<file path="src/rtl/prng_config_sequencer.sv">
// Programs the PRNG core's seed and lengths over AXI-Lite and starts it.
// It then counts output-stream beats until TLAST arrives or the stream goes idle for too long.
module prng_config_sequencer #(
  parameter int unsigned TIMEOUT_CYCLES = 100000
) (
  input  logic        ap_clk,
  input  logic        ap_rst_n,
  input  logic        cfg_start,
  input  logic [63:0] cfg_seed,
  input  logic [31:0] cfg_n_bits,
  input  logic [31:0] cfg_num_bits,
  output logic        m_axi_AWVALID,
  output logic [5:0]  m_axi_AWADDR,
  input  logic        m_axi_AWREADY,
  output logic        m_axi_WVALID,
  output logic [31:0] m_axi_WDATA,
  input  logic        m_axi_WREADY,
  input  logic        m_axi_BVALID,
  input  logic [1:0]  m_axi_BRESP,
  output logic        m_axi_BREADY,
  input  logic        mon_TVALID,
  input  logic        mon_TREADY,
  input  logic        mon_TLAST,
  output logic        busy,
  output logic        done,
  output logic        error,
  output logic [31:0] beat_count
);

  // state      | meaning
  // IDLE       | waiting for cfg_start
  // WR_SEED_LO | writing seed[31:0] to 0x10
  // WR_SEED_HI | writing seed[63:32] to 0x14
  // WR_NBITS   | writing n_bits to 0x1C
  // WR_NUMBITS | writing num_bits to 0x24
  // WR_START   | writing 1 to control register 0x00
  // RUN        | counting stream beats, watching for idle timeout
  // FINISH     | one-cycle done pulse
  typedef enum logic [2:0] {
    IDLE, WR_SEED_LO, WR_SEED_HI, WR_NBITS, WR_NUMBITS, WR_START, RUN, FINISH
  } state_t;

  localparam logic [31:0] TIMER_LOAD = 32'(TIMEOUT_CYCLES);

  state_t      state, state_next;
  logic [31:0] seed_hi_q, n_bits_q, num_bits_q;
  logic [31:0] idle_timer;
  logic        aw_done, w_done;

  logic        in_write, b_hs, b_ok, beat, timeout, wr_load;
  logic        aw_done_n, w_done_n;
  logic [5:0]  wr_addr_next;
  logic [31:0] wr_data_next;

  always_comb begin
    state_next = state;
    timeout    = 1'b0;
    in_write   = state inside {WR_SEED_LO, WR_SEED_HI, WR_NBITS, WR_NUMBITS, WR_START};
    b_hs       = in_write && m_axi_BVALID && m_axi_BREADY;
    b_ok       = (m_axi_BRESP == 2'b00);
    beat       = mon_TVALID && mon_TREADY;
    aw_done_n  = aw_done || (m_axi_AWVALID && m_axi_AWREADY);
    w_done_n   = w_done || (m_axi_WVALID && m_axi_WREADY);
    case (state)
      IDLE:       if (cfg_start) state_next = WR_SEED_LO;
      WR_SEED_LO: if (b_hs) state_next = b_ok ? WR_SEED_HI : IDLE;
      WR_SEED_HI: if (b_hs) state_next = b_ok ? WR_NBITS : IDLE;
      WR_NBITS:   if (b_hs) state_next = b_ok ? WR_NUMBITS : IDLE;
      WR_NUMBITS: if (b_hs) state_next = b_ok ? WR_START : IDLE;
      WR_START:   if (b_hs) state_next = b_ok ? RUN : IDLE;
      RUN: begin
        if (beat && mon_TLAST) begin
          state_next = FINISH;
        end else if (!beat && idle_timer <= 32'd1) begin
          timeout    = 1'b1;
          state_next = IDLE;
        end
      end
      FINISH:     state_next = IDLE;
      default:    state_next = IDLE;
    endcase
  end

  // The low seed word is taken straight from the input because it is launched in the capture cycle.
  always_comb begin
    wr_addr_next = 6'h00;
    wr_data_next = 32'h0;
    case (state_next)
      WR_SEED_LO: begin wr_addr_next = 6'h10; wr_data_next = cfg_seed[31:0]; end
      WR_SEED_HI: begin wr_addr_next = 6'h14; wr_data_next = seed_hi_q;      end
      WR_NBITS:   begin wr_addr_next = 6'h1C; wr_data_next = n_bits_q;       end
      WR_NUMBITS: begin wr_addr_next = 6'h24; wr_data_next = num_bits_q;     end
      WR_START:   begin wr_addr_next = 6'h00; wr_data_next = 32'h1;          end
      default: ;
    endcase
    wr_load = (state_next != state) &&
              (state_next inside {WR_SEED_LO, WR_SEED_HI, WR_NBITS, WR_NUMBITS, WR_START});
  end

  always_ff @(posedge ap_clk or negedge ap_rst_n) begin
    if (!ap_rst_n) state <= IDLE;
    else           state <= state_next;
  end

  always_ff @(posedge ap_clk or negedge ap_rst_n) begin
    if (!ap_rst_n) begin
      seed_hi_q     <= '0;
      n_bits_q      <= '0;
      num_bits_q    <= '0;
      beat_count    <= '0;
      error         <= 1'b0;
      idle_timer    <= '0;
      m_axi_AWVALID <= 1'b0;
      m_axi_WVALID  <= 1'b0;
      m_axi_BREADY  <= 1'b0;
      m_axi_AWADDR  <= '0;
      m_axi_WDATA   <= '0;
      aw_done       <= 1'b0;
      w_done        <= 1'b0;
    end else begin
      if (state == IDLE && cfg_start) begin
        seed_hi_q  <= cfg_seed[63:32];
        n_bits_q   <= cfg_n_bits;
        num_bits_q <= cfg_num_bits;
        beat_count <= '0;
        error      <= 1'b0;
      end
      if ((b_hs && !b_ok) || timeout) error <= 1'b1;
      if (state == RUN && beat) beat_count <= beat_count + 32'd1;

      // Down-counter reloads outside RUN and on every beat.
      if (state != RUN || beat) idle_timer <= TIMER_LOAD;
      else                      idle_timer <= idle_timer - 32'd1;

      if (wr_load) begin
        m_axi_AWVALID <= 1'b1;
        m_axi_WVALID  <= 1'b1;
        m_axi_BREADY  <= 1'b0;
        m_axi_AWADDR  <= wr_addr_next;
        m_axi_WDATA   <= wr_data_next;
        aw_done       <= 1'b0;
        w_done        <= 1'b0;
      end else if (in_write) begin
        if (m_axi_AWVALID && m_axi_AWREADY) m_axi_AWVALID <= 1'b0;
        if (m_axi_WVALID && m_axi_WREADY)   m_axi_WVALID  <= 1'b0;
        aw_done      <= aw_done_n;
        w_done       <= w_done_n;
        m_axi_BREADY <= aw_done_n && w_done_n && !b_hs;
      end else begin
        m_axi_AWVALID <= 1'b0;
        m_axi_WVALID  <= 1'b0;
        m_axi_BREADY  <= 1'b0;
        aw_done       <= 1'b0;
        w_done        <= 1'b0;
      end
    end
  end

  assign busy = (state != IDLE);
  assign done = (state == FINISH);

endmodule
</file>
<file path="config.mk">
export PLATFORM = sky130hd
export DESIGN_NAME = prng_config_sequencer
export DESIGN_NICKNAME = d
export VERILOG_FILES = /design/src/rtl/prng_config_sequencer.sv
export SDC_FILE = /design/constraint.sdc
export NUM_CORES = 1
export LEC_CHECK = 0
export ABC_AREA = 1
export BUFFER_PORTS_ARGS = -buffer_cell sky130_fd_sc_hd__buf_2
export CAP_MARGIN = 20
export CORE_MARGIN = 3
export CORE_UTILIZATION = 46
export DETAILED_ROUTE_END_ITERATION = 12
export HOLD_SLACK_MARGIN = 0.12
export PLACE_DENSITY = 0.75
export SLEW_MARGIN = 0
export SYNTH_ARGS = -nofsm -noshare
export SYNTH_HDL_FRONTEND = slang
export SYNTH_SLANG_ARGS = --single-unit
</file>
<file path="constraint.sdc">
create_clock -name ap_clk -period 3.14 [get_ports ap_clk]
set_clock_uncertainty 0.05 [all_clocks]
set_input_delay 0.628 -clock ap_clk [delete_from_list [all_inputs] [get_ports ap_clk]]
set_output_delay 0.628 -clock ap_clk [all_outputs]
set_load 0.005 [all_outputs]
</file>
==> results of run 1 <==
## metal layers
metal	routed length, um	vias to the layer above
met4	561	0
met5	0	-
met2	13000	413
met1	13800	4540
met3	2560	39
li1	-	4747
## Yosys cell counts, types with 2 or more instances
| cell type | count |
|---|---|
| nand2_1 | 427 |
| dfrtp_1 | 205 |
| inv_1 | 118 |
| nand3_1 | 106 |
| nor2_1 | 92 |
| nand4_1 | 85 |
| o21ai_0 | 69 |
| a21oi_1 | 33 |
| clkbuf_1 | 32 |
| o21ai_1 | 22 |
| clkinv_1 | 18 |
| nor3_1 | 18 |
| xor2_1 | 17 |
| buf_2 | 16 |
| buf_4 | 11 |
| nor4_1 | 8 |
| buf_1 | 6 |
| inv_2 | 6 |
| nand2_2 | 6 |
| mux2i_1 | 4 |
| nand3_2 | 4 |
| nor2_2 | 4 |
| ha_1 | 3 |
| o21a_1 | 3 |
| xnor2_1 | 3 |
| a31oi_1 | 2 |
| buf_6 | 2 |
| nand2_4 | 2 |
| nand3_4 | 2 |
| nor3_2 | 2 |
| o211ai_1 | 2 |
| o22ai_1 | 2 |
| o31ai_1 | 2 |
## cells by family after synthesis
logic type,count (synthesis),synth area share [%]
DFF,205,49.5
muxes,4,0.387
xor gates and xnor gates,20,1.69
adders and majority gates,3,0.362
buffers and inverters,210,8.36
other,1,0.0362
and+or+nand+nor,761,32.7
AOI/OAI and AO/OA,138,6.97
## worst reg2reg max path, stage by stage, from the launching register on
cell and delay, ps:
dfrtp_1 500, nor2_2 270, nand2_4 100, nand4_4 140, nand3_2 120, nand3_4 80
buf_4 350, nand3_1 130, nand2_1 90, nand2_2 120, inv_2 450, nand2_1 140
nand2_1 90
## power by group through the flow
stage	clock network, mW	logic, mW	registers (mW)
after floorplan	0	3.64	3.89
after global placement	0	4.89	3.98
after detailed placement	0	5.01	4.00
after CTS	2.64	5.04	3.97
after global routing	2.75	5.69	4.07
final	2.59	5.08	3.98
## layout make-up
| class | instances | share of cell area [%] |
|---|---|---|
| Sequential cell | 205 | 41.3 |
| Multi-Input combinational cell | 928 | 35.3 |
| Timing Repair Buffer | 234 | 10.3 |
| Clock buffer | 35 | 5.40 |
| Inverter | 143 | 4.34 |
| Tap cell | 280 | 2.82 |
| Clock inverter | 5 | 0.423 |
| Antenna cell | 5 | 0.101 |
## path summary, 6_finish.rpt
path,startpoint,end,slack [ps],cells after the start
worst max-delay path,state[0],m_axi_WDATA[3],460,12
worst min-delay path,ap_rst_n,m_axi_WDATA[11],120,1
worst max register to register,state[0],m_axi_WDATA[3],460,12
worst min register to register,idle_timer[29],idle_timer[29],420,1
max in group asynchronous,ap_rst_n,m_axi_WDATA[12],2110,2
min in group ap_clk,cfg_num_bits[12],num_bits_q[12],280,3
## sequential cells by signal, summed over array words and instances, names as in the netlist
| signal | flops |
|---|---|
| num_bits_q | 32 |
| m_axi_AWADDR | 4 |
| m_axi_WVALID | 1 |
| n_bits_q | 32 |
| idle_timer | 32 |
| m_axi_AWVALID | 1 |
| state | 3 |
| error | 1 |
| seed_hi_q | 32 |
| w_done | 1 |
| m_axi_BREADY | 1 |
| aw_done | 1 |
| m_axi_WDATA | 32 |
| beat_count | 32 |
==> out/metrics.cfg, run 1 <==
[placed_design]
dp_slack_ps=330
gp_congestion=0.935
place_hpwl_um=21200
post_dp_cell_area_um2=11700
portBuffers=212
dp_cells=1790

[synth]
synth-edff-count=0
avgSynthCellArea_um2=7.72
yosysWarnings=0
synth_cells=1342
ys_async_sr_fraction_pct=100
netlist_top_cells_area=dfrtp_1 50%, nand2_1 15%, nand4_1 5.1%
yosysTopAreaCell=dfrtp_1
synthFlopType=dfrtp_1
synth_top_area_share_pct=49.5
yosysSeqAreaShare_pct=49.5
syn_area_um2=10400
ys_types=43
synth_seq_cells=205

[global_routing]
grt_antenna_before_repair=4
use_met1_pct=37.7
grt_util_met3_pct=3.44
grt_pass1_vias=9132
grt-busiest-layer=met1
grt_pass1_wl_um=47700
grt_use_met2_pct=34.4
grt_overflow_total=0
grtUsageTotal_pct=24.1
grt_max_degree=123

[floorplanning]
core_um2=22000
die_h_um=156
core.rowCount=54
ios=215
fp.dieArea_um2=24400
die_w_um=156
start_util_pct=47.2

[sta]
fin_crit_sh_pct=85.4
worst_slack_ps=459
hold_viol_final=0
fin_crit_ps=2680
hold_slack_ps=121
setup_tns_ps=0
relSlewSlack_pct=50.8
fmax_mhz=373
finalSetupViolations=0
tightest_slew_ps=738
maxSlewViolCount=0
rsz0062_at_grt=no

[cells_and_area]
fin_cells=1835
fin_area_um2=12400
final_util_pct=56.6
fill_cells=2069
layout_common_cells=427 x nand2_1, 211 x buf_2, 205 x dfrtp_1
final_common_cell=nand2_1
syn_to_final_growth_pct=19.9
final_layout_size_suffix_gt1_share_pct=19.3
nets=1677
layout.area.seq_um2=5130
multi_input_area_um2=4380

[detailed_routing]
antenna_left=0
drt-initial-drc-count=873
vias_per_cell=5.31
first_pass_iters=5
drc_errors=0
via_count=9739
wl_per_cell_um=16.3
routed_wl_um=29900

[pwr]
p_int_mw=6.63
powerDensity_nw_per_um2=937
swShare_pct=43.1
power_frac_comb_pct=43.6
p_leak_nw=6.35
pwr-share-clk_pct=22.2
ir_drop_mv=0.591
seqPwrFrac_pct=34.2
p_sw_mw=5.02
power.total_mw=11.6

[setup_path]
slowest_delay_ps=500
start_kind=register
cp_slowest_cell=dfrtp_1
path_delay_family=simple AND/OR/NAND/NOR gates
cpMostUsedCell=nand2_1
crit_path_cell_trace=nor2_2 -> nand2_4 -> nand4_4 -> nand3_2 -> nand3_4 -> buf_4 -> nand3_1 -> nand2_1 -> nand2_2 -> inv_2 -> nand2_1 -> nand2_1
cp.required_ps=3520
worstPathMaxFanout=35
crit_buf_inv=2
crit_type=reg2reg
crit_arrival_ps=3060
endpoint_kind=register

[clock_network]
cts_buffers=23
clk_path_buf_depth=3
post_cts_buffers=0
cts-resized-gates=0
cts_tree=yes
cts_num_sinks=205
cts_hold_buf=0
clock_latency_ps=500
clk_transition_reported_paths_ps=70
htree_num_levels=1
cts_root_buf=clkbuf_16

[outcome]
outcome=finished clean

[run]
maxCapViolations=0

[hold_path]
hold_class=in2async

Power figures use the tool's default switching activity.
==> run 2, diff against run 1 <==
Settings changed: BUFFER_PORTS_ARGS -buffer_cell sky130_fd_sc_hd__buf_2 to -buffer_cell sky130_fd_sc_hd__buf_4.
==> out/metrics.cfg, run 2 (same netlist as run 1, synthesis figures left out) <==
[cells_and_area]
final_layout_size_suffix_gt1_share_pct=19.4
nets=1676
fill_cells=1931
multi_input_area_um2=4380
layout.area.seq_um2=5130
layout_common_cells=427 x nand2_1, 227 x buf_4, 205 x dfrtp_1
syn_to_final_growth_pct=25.6
final_common_cell=nand2_1

[floorplanning]
die_w_um=156
core_um2=22000
start_util_pct=47.2
fp.dieArea_um2=24400
ios=215
die_h_um=156
core.rowCount=54

[detailed_routing]
drt-initial-drc-count=825
wl_met3_um=2800
route.met2.wl_um=13300
vias_per_cell=5.38
routed.top_layer=met4
first_pass_iters=6
wl_met1_um=13600
antenna_left=0
via_count=9846
drc_errors=0
routed_wl_um=30700
wl_per_cell_um=16.8

[setup_path]
crit_type=reg2reg
start_kind=register
endpoint_kind=register
worstPathMaxFanout=35
crit_arrival_ps=3120
cp.required_ps=3550

[global_routing]
grt_antenna_before_repair=1
grtUsageTotal_pct=24.5
grt_pass1_vias=9184
grt_max_degree=81
grt_overflow_total=0
grt_pass1_wl_um=48300

[pwr]
power.total_mw=12.0
ir_drop_mv=0.634
powerDensity_nw_per_um2=925
p_leak_nw=6.51

[clock_network]
clk_path_buf_depth=3
cts_root_buf=clkbuf_16
htree_num_levels=1
cts_num_sinks=205
cts_buffers=24
post_cts_buffers=0
clk_transition_reported_paths_ps=60
cts_tree=yes
clock_latency_ps=510

[run]
maxCapViolations=0

[sta]
maxSlewViolCount=0
fin_crit_ps=2720
fin_crit_sh_pct=86.5
relSlewSlack_pct=52.1
tightest_slew_ps=719
finalSetupViolations=0
worst_slack_ps=424
fmax_mhz=368
hold_viol_final=0
setup_tns_ps=0
rsz0062_at_grt=no

[placed_design]
dp_slack_ps=226
portBuffers=212
place_hpwl_um=21700
gp_congestion=0.964

[hold_path]
hold_class=in2reg

[outcome]
outcome=finished clean

run 2: layout make-up:
cell class	instances	area share, %
repair buffers	232	13.7
diodes	1	0.0192
clock buffers	34	5.52
flip-flops and latches	205	39.4
inverters	143	4.15
clock inverters	6	0.731
well taps	280	2.69
multi-input cells	928	33.7
run 2: power by group:
group	internal, mW	switching [mW]
registers	3.52	0.470
clock network	1.75	1.09
logic	1.68	3.53
total	6.95	5.08
run 2: worst max-delay path, stage by stage (launching register included):
cell and delay [ps]:
dfrtp_1 500, nor2_2 270, nand2_4 100, nand4_4 140, nand3_2 120, nand3_4 80
buf_4 350, nand3_1 120, nand2_1 90, nand2_2 160, inv_2 460, nand2_1 130
nand2_1 80
run 2: path summary, 6_finish.rpt:
| kind | start | end | slack, ps | cells past startpoint |
|---|---|---|---|---|
| max | state[0] | m_axi_WDATA[12] | 420 | 12 |
| min | cfg_num_bits[12] | num_bits_q[12] | 250 | 3 |
| max reg2reg | state[0] | m_axi_WDATA[12] | 420 | 12 |
| min reg2reg | seed_hi_q[23] | seed_hi_q[23] | 430 | 2 |
| max in group asynchronous | ap_rst_n | idle_timer[11] | 1610 | 3 |
| min in group asynchronous | ap_rst_n | m_axi_WDATA[16] | 610 | 2 |
run 2: timing repair:
action                                  4_1_cts  5_1_grt
hold endpoints to repair                     63        0
gates resized for setup                       0        0
endpoints found under the setup margin        0        0
hold buffers                                  1        0
run 2: stage by stage:
step	utilization, %	hold WS, ps	std cells	cell area, um^2
after detailed placement	55.5	411	1787	12200
after CTS	59.2	234	1828	13000
after floorplan	-	282	1343	10400
final	59.2	251	1829	13000
after global placement	55.5	400	1787	12200
after global routing	59.2	237	1829	13000
run 2: metal layers:
layer	GRT usage (%)	vias up
li1	-	4738
met1	36.9	4594
met2	35.7	447
met3	4.19	67
met4	8.16	0
met5	0	-
==> run 3, diff against run 2 <==
Settings changed: BUFFER_PORTS_ARGS -buffer_cell sky130_fd_sc_hd__buf_4 to unset, DONT_BUFFER_PORTS set to 1, PLACE_DENSITY 0.75 to 0.67.
==> out/metrics.cfg, run 3 (same netlist as run 1, synthesis figures left out) <==
[outcome]
outcome=finished with violations
violations=hold timing

[setup_path]
crit_arrival_ps=2870
cp_slowest_cell=dfrtp_1
slowest_delay_ps=470
worstPathMaxFanout=65
crit_type=reg2reg
cp.depth=14
endpoint_kind=register
cp.required_ps=3530
path_delay_family=simple AND/OR/NAND/NOR gates
reg2reg_from=state[2]
r2r_end=m_axi_WDATA[18]
r2r_setup_slack_ps=660
start_kind=register
r2r_cells=14
crit_buf_inv=4
crit_path_cell_trace=nand2_4 -> nor2_4 -> nand2_2 -> clkinv_2 -> nand2_2 -> nand3_4 -> inv_2 -> buf_12 -> nand3_1 -> o21ai_1 -> clkinv_1 -> nand3_1 -> nand2_1 -> nand2_1

[detailed_routing]
via_count=8813
drc_errors=0
routed_wl_um=29300
first_pass_iters=5
wl_per_cell_um=18.2
drt-initial-drc-count=831
antenna_left=0
vias_per_cell=5.48

[sta]
fin_crit_sh_pct=79.0
fin_crit_ps=2480
setup_tns_ps=0
hold_viol_final=205
tightest_slew_ps=646
rsz0062_at_grt=no
finalSetupViolations=0
relSlewSlack_pct=56.9
hold_slack_ps=-228
fmax_mhz=403
maxSlewViolCount=0

[placed_design]
post_dp_cell_area_um2=10500
portBuffers=0
place_hpwl_um=20200
gp_congestion=0.888

[global_routing]
grt_overflow_total=0
grt_pass1_vias=8241
grt_max_degree=206
grtUsageTotal_pct=23.5
grt_pass1_wl_um=45900
grt_antenna_before_repair=1

[floorplanning]
start_util_pct=47.2
core.rowCount=54
fp.dieArea_um2=24400
core_um2=22000
die_w_um=156
ios=215
die_h_um=156

[clock_network]
clock_latency_ps=510
cts_buffers=24
htree_num_levels=1
cts-resized-gates=0
clk_transition_reported_paths_ps=60
cts_num_sinks=205
cts_root_buf=clkbuf_16
clk_path_buf_depth=3
post_cts_buffers=0
cts_tree=yes

[pwr]
powerDensity_nw_per_um2=1010
power.total_mw=11.4
ir_drop_mv=1.11
p_leak_nw=5.41

[run]
maxCapViolations=0

[cells_and_area]
nets=1458
layout_common_cells=427 x nand2_1, 205 x dfrtp_1, 117 x inv_1
final_common_cell=nand2_1
fin_area_um2=11300
final_layout_size_suffix_gt1_share_pct=6.02
syn_to_final_growth_pct=9.22

[hold_path]
hold_class=in2async

-- run 3: cell types whose count changed in the layout (fill, tap and decap cells not counted), sizes merged --
| cell | change |
|---|---|
| inv | +1 |
| clkinv | -3 |
| buf | -216 |
| bufinv | -1 |
| dlygate4sd3 | -1 |
-- run 3: layout make-up --
type / count / area [um^2]
fill: 2130 / 10600
sequential: 205 / 5130
multi-input combinational: 928 / 4380
clock buffer: 35 / 723
inverter: 143 / 541
tap: 280 / 350
timing repair buffer: 14 / 143
clock inverter: 3 / 40.0
antenna: 1 / 2.50
-- run 3: layer usage --
layer / global-route usage [%] / part of all wire (%) / up-vias
met1: 38.2 / 49 / 4109
met5: 0 / 0 / -
li1: - / - / 4303
met3: 4.24 / 7.9 / 41
met2: 31.5 / 41 / 360
met4: 6.64 / 2.5 / 0
-- run 3: worst max path at each step --
stage	from	endpoint
final	state[2]	m_axi_WDATA[18]
after CTS	state[2]	aw_done
after detailed placement	mon_TVALID	aw_done
after global placement	mon_TVALID	aw_done
after floorplan	m_axi_BVALID	m_axi_WDATA[22]
after global routing	beat_count[0]	beat_count[20]
-- run 3: per-stage QoR --
stage / hold WS, ps / std cells / setup slack (ps) / utilization (%)
floorplan: 282 / 1343 / 1080 / -
global placement: 289 / 1570 / 616 / 48.0
detailed placement: 290 / 1570 / 578 / 48.0
CTS: -251 / 1608 / 662 / 51.5
global route: -249 / 1609 / 331 / 51.5
finish: -228 / 1609 / 660 / 51.5
-- run 3: report_power, final --
group | switching, mW | internal [mW] | leakage (nW)
combinational | 3.35 | 1.34 | 2.39
sequential | 0.508 | 3.52 | 2.63
clock | 1.05 | 1.66 | 0.378
-- run 3: worst register-to-register path, stage by stage, from the launching register on --
cell	delay, ps
dfrtp_1	470
nand2_4	180
nor2_4	60
nand2_2	230
clkinv_2	110
nand2_2	110
nand3_4	120
inv_2	110
buf_12	290
nand3_1	130
o21ai_1	190
clkinv_1	120
nand3_1	110
nand2_1	60
nand2_1	70
